$ cat config.mk
export PLATFORM = sky130hd
export DESIGN_NAME = branch_update_queue
export DESIGN_NICKNAME = d
export VERILOG_FILES = /design/src/rtl/branch_update_queue.sv
export SDC_FILE = /design/constraint.sdc
export NUM_CORES = 1
export LEC_CHECK = 0
export ABC_AREA = 1
export BUFFER_PORTS_ARGS = -buffer_cell sky130_fd_sc_hd__buf_4
export CORE_MARGIN = 10
export CORE_UTILIZATION = 58
export CTS_CLUSTER_SIZE = 10
export DETAILED_ROUTE_END_ITERATION = 8
export GPL_TIMING_DRIVEN = 0
export PLACE_DENSITY = 0.77
export SETUP_SLACK_MARGIN = 0.1
export SLEW_MARGIN = 5
export SYNTH_ARGS = -nofsm -noshare
export SYNTH_HDL_FRONTEND = slang
export SYNTH_SLANG_ARGS = --single-unit
$ cat constraint.sdc
create_clock -name clk -period 6.6 [get_ports clk]
set_input_delay 0 -clock clk [delete_from_list [all_inputs] [get_ports clk]]
set_output_delay 0 -clock clk [all_outputs]
set_load 0.03 [all_outputs]
$ cat src/rtl/branch_update_queue.sv
// branch_update_queue: in-order queue of predicted conditional branches between
// fetch and execute. It drives the global predictor's update port and raises a
// redirect when a branch was mispredicted.
// Ports:
//   clk, rst                      clock, synchronous active-high reset
//   flush                         drops every entry; same-cycle enq/resolve ignored
//   enq_valid/pc/prediction/target, enq_ready   fetch-side enqueue
//   res_valid/taken/target, res_ready           execute-side resolve of the oldest entry
//   upd_write/pc/value            registered one-cycle predictor write
//   redirect, redirect_pc         registered one-cycle mispredict redirect
//   branch_count, mispredict_count  saturating performance counters
module branch_update_queue #(
    parameter int unsigned DEPTH     = 4,
    parameter int unsigned CNT_WIDTH = 16
) (
    input  logic                 clk,
    input  logic                 rst,
    input  logic                 flush,
    input  logic                 enq_valid,
    input  logic [31:0]          enq_pc,
    input  logic                 enq_prediction,
    input  logic [31:0]          enq_target,
    output logic                 enq_ready,
    input  logic                 res_valid,
    input  logic                 res_taken,
    input  logic [31:0]          res_target,
    output logic                 res_ready,
    output logic                 upd_write,
    output logic [31:0]          upd_pc,
    output logic                 upd_value,
    output logic                 redirect,
    output logic [31:0]          redirect_pc,
    output logic [CNT_WIDTH-1:0] branch_count,
    output logic [CNT_WIDTH-1:0] mispredict_count
);

    localparam int unsigned PTR_W = $clog2(DEPTH);
    localparam int unsigned CNT_W = PTR_W + 1;

    // Entry storage
    logic [31:0]      r_pc   [DEPTH];
    logic             r_pred [DEPTH];
    logic [31:0]      r_tgt  [DEPTH];

    logic [PTR_W-1:0] r_head;
    logic [PTR_W-1:0] r_tail;
    logic [CNT_W-1:0] r_count;

    logic             w_enq_fire;
    logic             w_res_fire;
    logic             w_mispredict;
    logic             w_enq_write;
    logic [31:0]      w_head_pc;
    logic             w_head_pred;
    logic [31:0]      w_head_tgt;
    logic [31:0]      w_next_pc;

    assign enq_ready = (r_count != CNT_W'(DEPTH)) && !rst;
    assign res_ready = (r_count != CNT_W'(0)) && !rst;

    assign w_head_pc   = r_pc[r_head];
    assign w_head_pred = r_pred[r_head];
    assign w_head_tgt  = r_tgt[r_head];

    assign w_enq_fire = enq_valid && enq_ready;
    assign w_res_fire = res_valid && res_ready;

    // A taken branch is also wrong when it went somewhere other than predicted
    assign w_mispredict = w_res_fire &&
                          ((res_taken != w_head_pred) ||
                           (res_taken && (res_target != w_head_tgt)));

    assign w_next_pc = res_taken ? res_target : (w_head_pc + 32'd4);

    // Enqueue is dropped on flush and on a mispredict (it is wrong-path)
    assign w_enq_write = w_enq_fire && !flush && !w_mispredict;

    // Entry payload write; no reset needed, validity is tracked by r_count
    always_ff @(posedge clk) begin
        if (w_enq_write) begin
            r_pc[r_tail]   <= enq_pc;
            r_pred[r_tail] <= enq_prediction;
            r_tgt[r_tail]  <= enq_target;
        end
    end

    // Pointers, occupancy, update/redirect pulses and counters
    always_ff @(posedge clk) begin
        if (rst) begin
            r_head           <= '0;
            r_tail           <= '0;
            r_count          <= '0;
            upd_write        <= 1'b0;
            upd_pc           <= '0;
            upd_value        <= 1'b0;
            redirect         <= 1'b0;
            redirect_pc      <= '0;
            branch_count     <= '0;
            mispredict_count <= '0;
        end else begin
            upd_write <= 1'b0;
            redirect  <= 1'b0;
            if (flush) begin
                r_head  <= '0;
                r_tail  <= '0;
                r_count <= '0;
            end else begin
                if (w_res_fire) begin
                    upd_write <= 1'b1;
                    upd_pc    <= w_head_pc;
                    upd_value <= res_taken;
                    if (branch_count != {CNT_WIDTH{1'b1}}) begin
                        branch_count <= branch_count + CNT_WIDTH'(1);
                    end
                end
                if (w_mispredict) begin
                    redirect    <= 1'b1;
                    redirect_pc <= w_next_pc;
                    if (mispredict_count != {CNT_WIDTH{1'b1}}) begin
                        mispredict_count <= mispredict_count + CNT_WIDTH'(1);
                    end
                    // Everything younger than the head is wrong-path
                    r_head  <= '0;
                    r_tail  <= '0;
                    r_count <= '0;
                end else begin
                    if (w_res_fire) begin
                        r_head <= r_head + PTR_W'(1);
                    end
                    if (w_enq_write) begin
                        r_tail <= r_tail + PTR_W'(1);
                    end
                    if (w_enq_write && !w_res_fire) begin
                        r_count <= r_count + CNT_W'(1);
                    end else if (!w_enq_write && w_res_fire) begin
                        r_count <= r_count - CNT_W'(1);
                    end
                end
            end
        end
    end

endmodule
# Yosys cells after proc, flatten, opt, wreduce, memory -nomap -nowiden

Memories as Yosys holds them, arrays and structs flattened. A register that Yosys moved wholly into a read port is not among the register bits.
Cells that the tools add are included.

Word-level logic and storage cells: 63
Memory bits (writable): 260
Bits in registers: 106
Memories kept: 3
Input bits: 103
Output and inout bits: 101

$add $sub $neg: 7
Bitwise gates (word level): 1
Muxes and demuxes: 13
Reductions and logical operators: 24
Equality and inequality tests: 5

Memory list:

| memory | words | bits a word | rd ports | clocked after Yosys merged registers in | write ports | line | RTL |
|---|---|---|---|---|---|---|---|
| r_pc   | 4     | 32          | 1        | 1                                       | 1           | 41   | `logic [31:0] r_pc [DEPTH];` |
| r_tgt  | 4     | 32          | 1        | 1                                       | 1           | 43   | `logic [31:0] r_tgt [DEPTH];` |
| r_pred | 4     | 1           | 1        | 1                                       | 1           | 42   | `logic r_pred [DEPTH];` |

Operators by type and width:

| operator                                                           | number |
|---|---|
| 16-bit by 1-bit adder with 16-bit output, second input constant    | 2 |
| 32-bit by 3-bit adder with 32-bit output, second input constant    | 1 |
| 32-bit 2-to-1 mux                                                  | 1 |
| 16-bit inequality test, second input constant                      | 2 |
| 32-bit inequality test                                             | 1 |
| 2-bit 2-to-1 mux                                                   | 6 |
| 1-bit logical AND                                                  | 10 |
| 3-bit 2-to-1 mux                                                   | 2 |
| 3-bit AND reduction                                                | 2 |
| 1-bit logical NOT                                                  | 5 |
| 2-bit by 1-bit adder with 2-bit output, second input constant      | 2 |
| 1-bit 2-to-1 mux                                                   | 4 |
| 2-bit AND reduction                                                | 2 |
| 3-bit by 1-bit adder with 3-bit output, second input constant      | 1 |
| 3-bit inequality test, second input constant                       | 1 |
| 3-bit nonzero test                                                 | 1 |
| 3-bit OR reduction                                                 | 1 |
| 3-bit by 1-bit subtractor with 3-bit output, second input constant | 1 |
| 2-bit nonzero test                                                 | 1 |
| 2-bit OR reduction                                                 | 1 |
| 1-bit logical OR                                                   | 1 |
| 1-bit inequality test                                              | 1 |
| 1-bit NOT                                                          | 1 |

# Logic depth before layout (Yosys ltp)

Word-level depth: 10
Mapped depth: 21
Depth with buffers taken out: 19

# Least setup slack after synthesis

No wires, ideal clock.

Path kind: reg-to-reg
From: register with a tool-made name
To: memory r_pc[0][0], enable pin
Path buffers: 2
Cell stages (with the launch flop): 13
Path slack: 1.834 ns
Setup time: 0.489 ns
Data arrival time: 4.277 ns
Required time: 6.111 ns
Cells stage by stage: dfxtp_1 buf_4 inv_2 buf_2 nand3_1 nand2_1 xor2_1 nand2_1 nor2_1 nand3_1 o21bai_1 nand2_1 nor2_1

RTL lines:

| item          | line |
|---|---|
| end, declared | 41 |

==> reports/results.ini <==
[setup_path]
ff2ff_setup_slack_ns = 2.50
cp_cell_sequence = buf_4 > inv_2 > buf_2 > nand3_1 > nand2_1 > xor2_1 > nand2_1 > nor2_1 > nand3_1 > o21bai_1 > nand2_1 > nor2_4 > buf_12 > buf_12
critPathLaunchType = flip-flop
crit_slowest_cell = nor2_4
cp_common_cell = nand2_1
path_max_fanout = 26
max_stage_delay_ns = 0.77
r2r-end = r_pc[3][24]
reg2regPathDepth = 14
endpoint = r_pc[3][24]
setup.worst_path.class = reg -> reg
endpoint_kind = flip-flop
required_ns = 6.82
cp.arrival_ns = 4.32

[sta]
finalClockSkew_ns = 0.0212
fin_tns_setup_ns = 0
setup_viol = 0
worst_pin_slew_ns = 0.936
rsz0062_at_grt = no
period_needed_ns = 4.10
hold_viol = 0
period_share_pct = 62.1
fmax_mhz = 244
postLayoutSetupSlackWorst_ns = 2.50
relSlewSlack_pct = 37.6
maxSlewViolCount = 0

[die]
fp.dieW_um = 187
pin_count = 204
start_util_pct = 58.4
core-area_um2 = 27600
die-area_um2 = 34900
fp-row-count = 61
dieHeight_um = 187

[yosys]
synth_area_um2 = 16100
synth_flop_cell = edfxtp_1
syn_inst = 1687
synth_top_area_share_pct = 48.4
yosysMostFrequentCell = nand2_1
ys_seq_area_share_pct = 61.8
postSynthNetCount = 1798
syn_area_per_cell_um2 = 9.57
yosysUniqueCellTypes = 47
synthTopCellsByArea = edfxtp_1 (48%), dfxtp_1 (13%), nand2_1 (11%)
yosys_warnings = 0
synth_async_sr_flop_share_pct = 0
synth_edf_count = 260
synth_area_leader_cell = edfxtp_1
netlist_top_cells_count = nand2_1 (478), edfxtp_1 (260), nor2_1 (147)
ys_ff_latch = 368

[clock_tree]
cts_tree = built
cts_sinks = 368
clkTransAtPathRegs_ns = 0.06
cts_inserted_buffers = 43
clockBufferDepth = 3
insertion_delay_ns = 0.54
h-tree-depth = 2
root_buffer = clkbuf_16
post_cts_resized = 0
post-cts-setup-buffer-count = 0
holdBufCountCts = 105

[global_route]
grt_pass1_vias = 13789
grt_overflow = 0
grt_pass1_wl_um = 78500
antenna_found_initial = 1
grt_use_total_pct = 28.6
grt_max_degree = 27

[drt]
routedWlPerCell_um = 21.0
drtIter0Drc = 1725
drt.antenna.violating_nets = 0
drc = 0
vias = 13868
avgViaCountPerCell = 5.64
dr.pass1.iters = 5
routed_wl_um = 51700

[min_path]
hp-class = in -> reg

[placement]
place_ws_ns = 2.67
hpwl_um = 35700
globalplace.congestion = 0.923
port_buffers = 201

[pwr]
worst_ir_drop_vdd_uv = 209
p_leak_uw = 0.00835
powerDensity_nw_per_um2 = 242

[run_status]
status = complete, no violations

[final_layout]
regArea_um2 = 9970
multi_input_area_um2 = 5290
layout-drive-gt1-share_pct = 16.7
syn_to_final_growth_pct = 28.3
layout.nets = 2159
nFillCells = 1935

[flow_run]
drv_cap = 0

through the flow:
stage | power [µW] | instances | hold slack [ns] | instance area [µm²] | util, %
finish | 5020 | 2461 | 0.214 | 20700 | 75.0
global route | 5150 | 2461 | 0.215 | 20700 | 75.0
CTS | 5000 | 2460 | 0.196 | 20700 | 75.0
detailed placement | 2820 | 2276 | 0.203 | 18400 | 66.5
global placement | 2820 | 2266 | 0.200 | 18100 | 65.6
floorplan | 2680 | 1687 | 0.0989 | 16100 | -
metal layers:
layer	up-vias	track usage [%]	share of wire [%]
li1	6413	-	-
met1	6523	37.0	39
met2	778	46.9	47
met3	154	5.52	10
met4	0	10.5	3.9
met5	-	0	0
worst max-delay path, delay by kind of cell, from the launching register on:
family / cells / cell delay (ns)
AOI/OAI and AO/OA: 1 / 0.37
xor gates and xnor gates: 1 / 0.15
buffers and inverters: 5 / 1.11
DFF: 1 / 0.30
and+or+nand+nor: 7 / 1.79
power breakdown:
group          total [µW]  switching, µW  internal, µW
logic                 332            193           139
clock network        2180            912          1270
registers            2510           10.9          2500
total                5020           1120          3900
worst min-delay path by stage:
stage	start	endpoint	slack (ns)	cells after the start
floorplan	enq_pc[0]	r_pc[0][0]	0.1	0
global placement	enq_target[0]	r_tgt[1][0]	0.20	1
detailed placement	enq_target[24]	r_tgt[2][24]	0.20	1
CTS	enq_pc[18]	r_pc[2][18]	0.20	2
global route	enq_pc[12]	r_pc[0][12]	0.22	2
finish	enq_pc[8]	r_pc[1][8]	0.21	2
placed cells by master, fill, tap and decap left out, drive strengths merged:
master       count
and3             1
nor3            22
nand2          482
diode            1
a22oi            1
nand3          132
o22ai            2
nand3b          16
xnor2            6
nor3b            5
nand4           11
fa               1
edfxtp         260
clkbuf         101
clkinv           4
dlygate4sd3    105
a31oi            3
inv            128
nor2           156
o21ai          105
o211ai          16
o21bai           1
buf            262
a21boi           3
a211oi           4
nor4             1
o21a             2
ha               7
xor2            28
a32oi            2
dfxtp          108
a21oi          106
o2111ai          1
registers in the layout (all words and copies together), names as in the netlist, 3 cells and up, named ones only:
register,flops
r_pc,128
r_tgt,128
redirect_pc,32
upd_pc,32
branch_count,16
mispredict_count,16
r_pred,4
r_count,3
cell families (layout without fill, tap and decap cells):
kind of cell | count (synthesis) | count (layout) | synth area share, %
adders and majority gates | 8 | 8 | 0.667
and+or+nand+nor | 826 | 826 | 21.8
buffers and inverters | 205 | 600 | 5.66
AOI/OAI and AO/OA | 246 | 246 | 8.29
other | 0 | 1 | 0
xor gates and xnor gates | 34 | 34 | 1.84
DFF | 368 | 368 | 61.8
final cells by class:
class	count	area share (%)
inverters	129	2.34
multi-input cells	1114	25.5
diodes	1	0.0121
repair buffers	316	13.5
plain buffers	76	2.07
well taps	378	2.28
clock buffers	76	5.99
flip-flops and latches	368	48.1
clock inverters	3	0.163
Power figures use the tool's default switching activity.
